[src/rtl/dac_cfg_loader.sv]
// Serial configuration loader for a multi-channel DAC: framed, parity-checked
// words land in per-channel shadow registers and move to the outputs on ldac.
module dac_cfg_loader #(
    parameter int           NCH     = 4,
    parameter int           W       = 8,
    parameter bit           AUTO_LD = 1'b0,
    parameter logic [W-1:0] RST_VAL = '0
) (
    input  logic             clk,
    input  logic             rst_n,
    input  logic             sdi,
    input  logic             ldac,
    input  logic             clr_err,
    output logic [NCH*W-1:0] dout,
    output logic [NCH-1:0]   pend,
    output logic             busy,
    output logic             frame_ok,
    output logic             par_err,
    output logic             addr_err
);

    localparam int AW = (NCH > 1) ? $clog2(NCH) : 1;
    localparam int SW = AW + W;
    localparam int CW = 5;

    // state | meaning
    // IDLE  | waiting for start bit
    // ADDR  | shifting address bits, cnt_q counts down to the last one
    // DATA  | shifting data bits, cnt_q counts down to the last one
    // PAR   | parity bit on sdi, frame judged and committed at this edge
    typedef enum logic [1:0] {IDLE, ADDR, DATA, PAR} state_t;

    state_t          state_q, state_d;
    logic [CW-1:0]   cnt_q, cnt_d;
    logic [SW-1:0]   shift_q, shift_d;
    logic            par_q, par_d;
    logic [W-1:0]    shadow_q [NCH];
    logic [W-1:0]    shadow_d [NCH];
    logic [W-1:0]    active_q [NCH];
    logic [W-1:0]    active_d [NCH];
    logic [NCH-1:0]  pend_q, pend_d;
    logic            frame_ok_q, frame_ok_d;
    logic            par_err_q, par_err_d;
    logic            addr_err_q, addr_err_d;

    logic [AW-1:0]   addr_w;
    logic [W-1:0]    data_w;
    logic            par_bad, addr_bad, accept;

    assign addr_w = shift_q[SW-1:W];
    assign data_w = shift_q[W-1:0];

    always_comb begin : fsm_next
        state_d  = state_q;
        cnt_d    = cnt_q;
        shift_d  = shift_q;
        par_d    = par_q;
        par_bad  = 1'b0;
        addr_bad = 1'b0;
        accept   = 1'b0;
        unique case (state_q)
            IDLE: begin
                if (sdi) begin
                    state_d = ADDR;
                    cnt_d   = CW'(AW - 1);
                    shift_d = '0;
                    par_d   = 1'b0;
                end
            end
            ADDR: begin
                shift_d = {shift_q[SW-2:0], sdi};
                par_d   = par_q ^ sdi;
                if (cnt_q == '0) begin
                    state_d = DATA;
                    cnt_d   = CW'(W - 1);
                end else begin
                    cnt_d = cnt_q - CW'(1);
                end
            end
            DATA: begin
                shift_d = {shift_q[SW-2:0], sdi};
                par_d   = par_q ^ sdi;
                if (cnt_q == '0) begin
                    state_d = PAR;
                end else begin
                    cnt_d = cnt_q - CW'(1);
                end
            end
            PAR: begin
                state_d = IDLE;
                cnt_d   = '0;
                if (par_q ^ sdi) begin
                    par_bad = 1'b1;
                end else if (32'(addr_w) >= NCH) begin
                    addr_bad = 1'b1;
                end else begin
                    accept = 1'b1;
                end
            end
            default: state_d = IDLE;
        endcase
    end

    // Transfer samples the pre-edge shadow, so a frame landing on the same
    // edge as ldac stays pending for the next transfer.
    always_comb begin : dpath_next
        shadow_d = shadow_q;
        active_d = active_q;
        pend_d   = pend_q;
        if (!AUTO_LD && ldac) begin
            active_d = shadow_q;
            pend_d   = '0;
        end
        for (int k = 0; k < NCH; k++) begin
            if (accept && addr_w == AW'(k)) begin
                shadow_d[k] = data_w;
                if (AUTO_LD) begin
                    active_d[k] = data_w;
                end else begin
                    pend_d[k] = 1'b1;
                end
            end
        end
        frame_ok_d = accept;
        par_err_d  = (par_err_q & ~clr_err) | par_bad;
        addr_err_d = (addr_err_q & ~clr_err) | addr_bad;
    end

    always_ff @(posedge clk) begin
        if (!rst_n) begin
            state_q    <= IDLE;
            cnt_q      <= '0;
            shift_q    <= '0;
            par_q      <= 1'b0;
            for (int k = 0; k < NCH; k++) begin
                shadow_q[k] <= RST_VAL;
                active_q[k] <= RST_VAL;
            end
            pend_q     <= '0;
            frame_ok_q <= 1'b0;
            par_err_q  <= 1'b0;
            addr_err_q <= 1'b0;
        end else begin
            state_q    <= state_d;
            cnt_q      <= cnt_d;
            shift_q    <= shift_d;
            par_q      <= par_d;
            shadow_q   <= shadow_d;
            active_q   <= active_d;
            pend_q     <= pend_d;
            frame_ok_q <= frame_ok_d;
            par_err_q  <= par_err_d;
            addr_err_q <= addr_err_d;
        end
    end

    always_comb begin : pack_out
        dout = '0;
        for (int k = 0; k < NCH; k++) begin
            dout[k*W +: W] = active_q[k];
        end
    end

    assign pend     = pend_q;
    assign busy     = (state_q != IDLE);
    assign frame_ok = frame_ok_q;
    assign par_err  = par_err_q;
    assign addr_err = addr_err_q;

endmodule

[config.mk]
export PLATFORM = sky130hd
export DESIGN_NAME = dac_cfg_loader
export DESIGN_NICKNAME = d
export VERILOG_FILES = /design/src/rtl/dac_cfg_loader.sv
export SDC_FILE = /design/constraint.sdc
export NUM_CORES = 1
export LEC_CHECK = 0
export CELL_PAD_IN_SITES_DETAIL_PLACEMENT = 1
export CELL_PAD_IN_SITES_GLOBAL_PLACEMENT = 2
export CORE_MARGIN = 2
export CORE_UTILIZATION = 25
export CTS_BUF_LIST = sky130_fd_sc_hd__clkbuf_4 sky130_fd_sc_hd__clkbuf_8
export DETAILED_ROUTE_END_ITERATION = 8
export GPL_TIMING_DRIVEN = 1
export PLACE_DENSITY_LB_ADDON = 0.1
export SYNTH_ARGS = -nofsm -noshare
export SYNTH_HDL_FRONTEND = slang
export SYNTH_SLANG_ARGS = --single-unit
[constraint.sdc]
create_clock -name clk -period 3.5 [get_ports clk]
set_input_delay 0.35 -clock clk [delete_from_list [all_inputs] [get_ports clk]]
set_output_delay 0.35 -clock clk [all_outputs]
set_load 0.02 [all_outputs]
Yosys cells after proc, flatten, opt, wreduce, memory -nomap -nowiden
Cells that the tools add are included.
{ "word_totals": {"reg_bits": 89, "inputBits": 5, "out_inout_bits": 40, "elab_cells": 73} }
{ "classes": {"n_addsub": 1, "eq_ne": 10, "mux": 21, "n_bitwise": 5, "n_reduce_logical": 17} }
{ "op_table": {"columns": ["operator", "count"], "rows": [
  ["10-bit case mux with 2 select lines", 1],
  ["5-bit case mux with 4 select lines", 1],
  ["5-bit 2-to-1 mux", 3],
  ["2-bit nonzero test", 6],
  ["10-bit 2-to-1 mux", 1],
  ["1-bit 2-to-1 mux", 9],
  ["2-bit equality test (second input constant)", 4],
  ["2-bit != test (second input constant)", 4],
  ["2-bit case mux with 4 select lines", 1],
  ["2-bit 2-to-1 mux", 3],
  ["5-bit logical NOT", 1],
  ["5-bit by 1-bit subtractor with 5-bit output (second input constant)", 1],
  ["2-bit by 1-bit equality test with 1-bit output (second input constant)", 2],
  ["1-bit logical AND", 4],
  ["2-bit logical NOT", 2],
  ["4-bit 2-to-1 mux", 1],
  ["2-bit AND reduction", 2],
  ["3-bit AND reduction", 1],
  ["1-bit bitwise AND", 2],
  ["1-bit case mux with 2 select lines", 1],
  ["2-bit OR reduction", 1],
  ["1-bit NOT", 1],
  ["1-bit bitwise OR", 1],
  ["1-bit bitwise XOR", 1]
]} }

Depth between registers and ports, before layout
{ "depth": {"ltp_word": 5, "mapped_depth": 7, "depth_no_buf": 6} }

Worst setup path before layout
Ideal clock, no wire load.
{ "synth_path": {"kind": "register -> register", "from": "register state_q[1]", "to": "register shadow_q[31] in the netlist's numbering", "setup_ps": 117, "arrival_time_ps": 1469, "t_required_ps": 3383, "slack_ps": 1914, "stages_incl_launch_ff": 8, "n_path_buf": 2, "synth_period_minus_slack_ps": 1586, "cell_sequence": "dfxtp_1 > ha_1 > inv_1 > or4b_1 > buf_2 > buf_6 > nand3_1 > o21ai_1"} }
{ "synth_via": {"elab_chain_len": 3} }
{ "synth_lines": {"columns": ["item", "line", "source"], "rows": [
  ["start: declaration", "33", "state_t state_q, state_d;"],
  ["start signal: assignment", "144", "state_q <= state_d;"],
  ["2-bit equality test", "61", "unique case (state_q)"],
  ["1-bit 2-to-1 mux", "61", null],
  ["1-bit logical AND", "115", "if (accept && addr_w == AW'(k)) begin"],
  ["end signal: assignment", "148", "shadow_q <= shadow_d;"],
  ["end: declaration", "37", "logic [W-1:0] shadow_q [NCH];"]
]} }
No other way between the ends.
A chain may end at the register's enable or synchronous reset.

Final worst setup path
{ "layout_path": {"from": "register state_q[0]", "to": "output port busy"} }
{ "layout_via": {"elab_chain_len": 1} }
{ "layout_lines": {"columns": ["item", "line", "source"], "rows": [
  ["2-bit nonzero test", "165", "assign busy = (state_q != IDLE);"],
  ["end: declaration", "16", "output logic busy,"]
]} }
No other way between the ends.

==> impl_metrics.tcl <==
set metrics [dict create \
    gp_congestion 0.719 \
    avgSynthCellArea_um2 9.73 \
    worstMarginPinSlew_ps 1060 \
    worst_path_most_repeated_cell "inv_1" \
    wire_per_inst_um 14.8 \
    skew_ps 10.1 \
    clkSlewWorstSetupHoldPaths_ps 90 \
    setup_tns_ps 0 \
    cp.required_ps 3150 \
    antennaDiodeCount 0 \
    hp-class "flop to flop" \
    slowest_stage "clkdlybuf4s50_1" \
    critPathKind "flop to primary output" \
    cap_violations 0 \
    clockRootBuffer "clkbuf_8" \
    clockBufferDepth 2 \
    synthDominantAreaCellType "dfxtp_1" \
    path_cells "inv_1 -> ha_1 -> inv_1 -> clkdlybuf4s50_1" \
    setup_viol 0 \
    antenna_found_initial 0 \
    syn-cell-area_um2 3320 \
    post-cts-setup-buffers 0 \
    final_common_cell "dfxtp_1" \
    ios 45 \
    rr_worst_depth 5 \
    ctsHoldBuffers 0 \
    yosysUniqueCellTypes 39 \
    startpoint "state_q[0]$_SDFFE_PN0P_" \
    cpPeakStageDelay_ps 600 \
    vias 2476 \
    regToRegSetupSlack_ps 1590 \
    nNetsFinal 390 \
    ys.flop_type "dfxtp_1" \
    clk-insertion-delay-late_ps 360 \
    post-route-util 0.314 \
    initial_core_util 0.253 \
    area_delta_synth_final_pct 23.9 \
    synth_edf_count 0 \
    drive_above_1_share 0.0628 \
    rows 42 \
    ys_ff_latch 89 \
    grt_pass1_vias 2431 \
    gr-total-overflow 0 \
    synth_warnings 0 \
    layout_common_cells "89 x dfxtp_1, 42 x clkdlybuf4s50_1, 34 x nor2_1, 33 x mux2i_1, 33 x nand3_1" \
    syn_inst 341 \
    finalHoldViolations 0 \
    drt-pass1-iter-count 4 \
    dieArea_um2 14200 \
    rsz0062_at_grt "false" \
    die_h_um 119 \
    synth_fp_nets 353 \
    fin_area_um2 4110 \
    crit_path_end_kind "primary output" \
    async_reset_ff_frac 0 \
    outcome "completed" \
    p_per_area_nw_per_um2 580 \
    routed_wl_um 8240 \
    ant_nets 0 \
    slew_violations 0 \
    synth_seq_area_share 0.537 \
    cts_tree "yes" \
    r2r-end "shadow_q[27]$_SDFFE_PN0P_" \
    clock_sinks 89 \
    r2r-start "state_q[1]$_SDFFE_PN0P_" \
    start_kind "flop" \
    maxSlewHeadroom 0.297 \
    fp.coreArea_um2 13100 \
    port_buffers 44 \
    placed_cell_area_um2 3890 \
    min_period_over_period 0.614 \
    power_leakage_uw 0.00150 \
    critPathArrivalTime_ps 1800 \
    grt_usage 0.122 \
    drtIter0Drc 99 \
    via_per_inst 4.44 \
    fill_cells 1473 \
    fin_crit_ps 2150 \
    drc_errors 0 \
    maxClockFrequency_mhz 465 \
    synth_area_leaders "dfxtp_1 54%, mux2i_1 10%, nand3_1 5.0%" \
    cts-buffers-inserted 9 \
    synth_top_cell_area_share 0.537 \
    grt_pass1_wl_um 13300 \
    vdd_drop_max_mv 0.239 \
    h-tree-depth 3 \
    cts_resized 0 \
    cp_max_fo 6 \
    endpoint "busy" \
    holdWs_ps 468 \
    dp_hpwl_um 5270 \
    fp.dieW_um 119 \
    grt_max_degree 45 \
]
-- sequential cells by signal (all words and copies together), names as in the netlist --
signal	cells
frame_ok	1
shift_q	10
par_q	1
cnt_q	5
state_q	2
pend	4
dout	32
shadow_q	32
addr_err	1
par_err	1
-- routing by layer --
layer	share of wire	vias up	track usage
li1	-	1255	-
met1	0.52	1170	0.166
met2	0.43	40	0.180
met3	0.034	11	0.0278
met4	0.019	0	0.0603
met5	0	-	0
-- Yosys cell counts, drive strengths merged, types with 8 or more instances --
master,number
inv,8
a22oi,9
mux2i,33
o21ai,37
a21oi,8
dfxtp,89
nand3,33
nor2b,16
nand2,15
nor2,34
clkbuf,13
-- cell families after synthesis --
group | Yosys count | share of synthesized area
xor gates and xnor gates | 1 | 0.00491
buffers and inverters | 28 | 0.0355
muxes | 33 | 0.0996
DFF | 89 | 0.537
AOI/OAI and AO/OA | 67 | 0.120
and+or+nand+nor | 116 | 0.177
adders and majority gates | 7 | 0.0264
-- power breakdown --
part           leakage, uW  internal (uW)  switching [uW]
clock network     0.000112            404             362
logic             0.000673            198             322
registers         0.000718           1050            45.9
-- critical path, delay by kind of cell, from the launching register on --
family	cells	cell delay, ps
buffers and inverters	3	780
adder cells (fa/ha/maj)	1	280
flip-flops	1	380
-- area by class of cell --
type	instances	area, um2	area share
clock buffers	13	179	0.0435
clock inverters	2	35.0	0.00853
inverters	8	30.0	0.00731
multi-input cells	224	1420	0.345
flip-flops and latches	89	1780	0.434
well taps	176	220	0.0536
repair buffers	46	445	0.108
-- per-stage QoR --
stage,setup slack (ps),power [uW],cells
after floorplan,1910,1510,341
after global placement,1200,1650,543
after detailed placement,1130,1650,543
after CTS,1310,2430,558
after global routing,1260,2540,558
final,1350,2380,558
-- worst min-delay path by stage --
stage,slack [ps],cells after the start,start,endpoint
6_report,470,2,shadow_q[31]$_SDFFE_PN0P_,shadow_q[31]$_SDFFE_PN0P_
3_5_place_dp,460,2,shadow_q[31]$_SDFFE_PN0P_,shadow_q[31]$_SDFFE_PN0P_
4_1_cts,470,2,shadow_q[31]$_SDFFE_PN0P_,shadow_q[31]$_SDFFE_PN0P_
2_1_floorplan,440,2,shadow_q[24]$_SDFFE_PN0P_,shadow_q[24]$_SDFFE_PN0P_
5_1_grt,510,2,shadow_q[26]$_SDFFE_PN0P_,shadow_q[26]$_SDFFE_PN0P_
3_3_place_gp,450,2,shadow_q[31]$_SDFFE_PN0P_,shadow_q[31]$_SDFFE_PN0P_
Power figures use the tool's default switching activity.
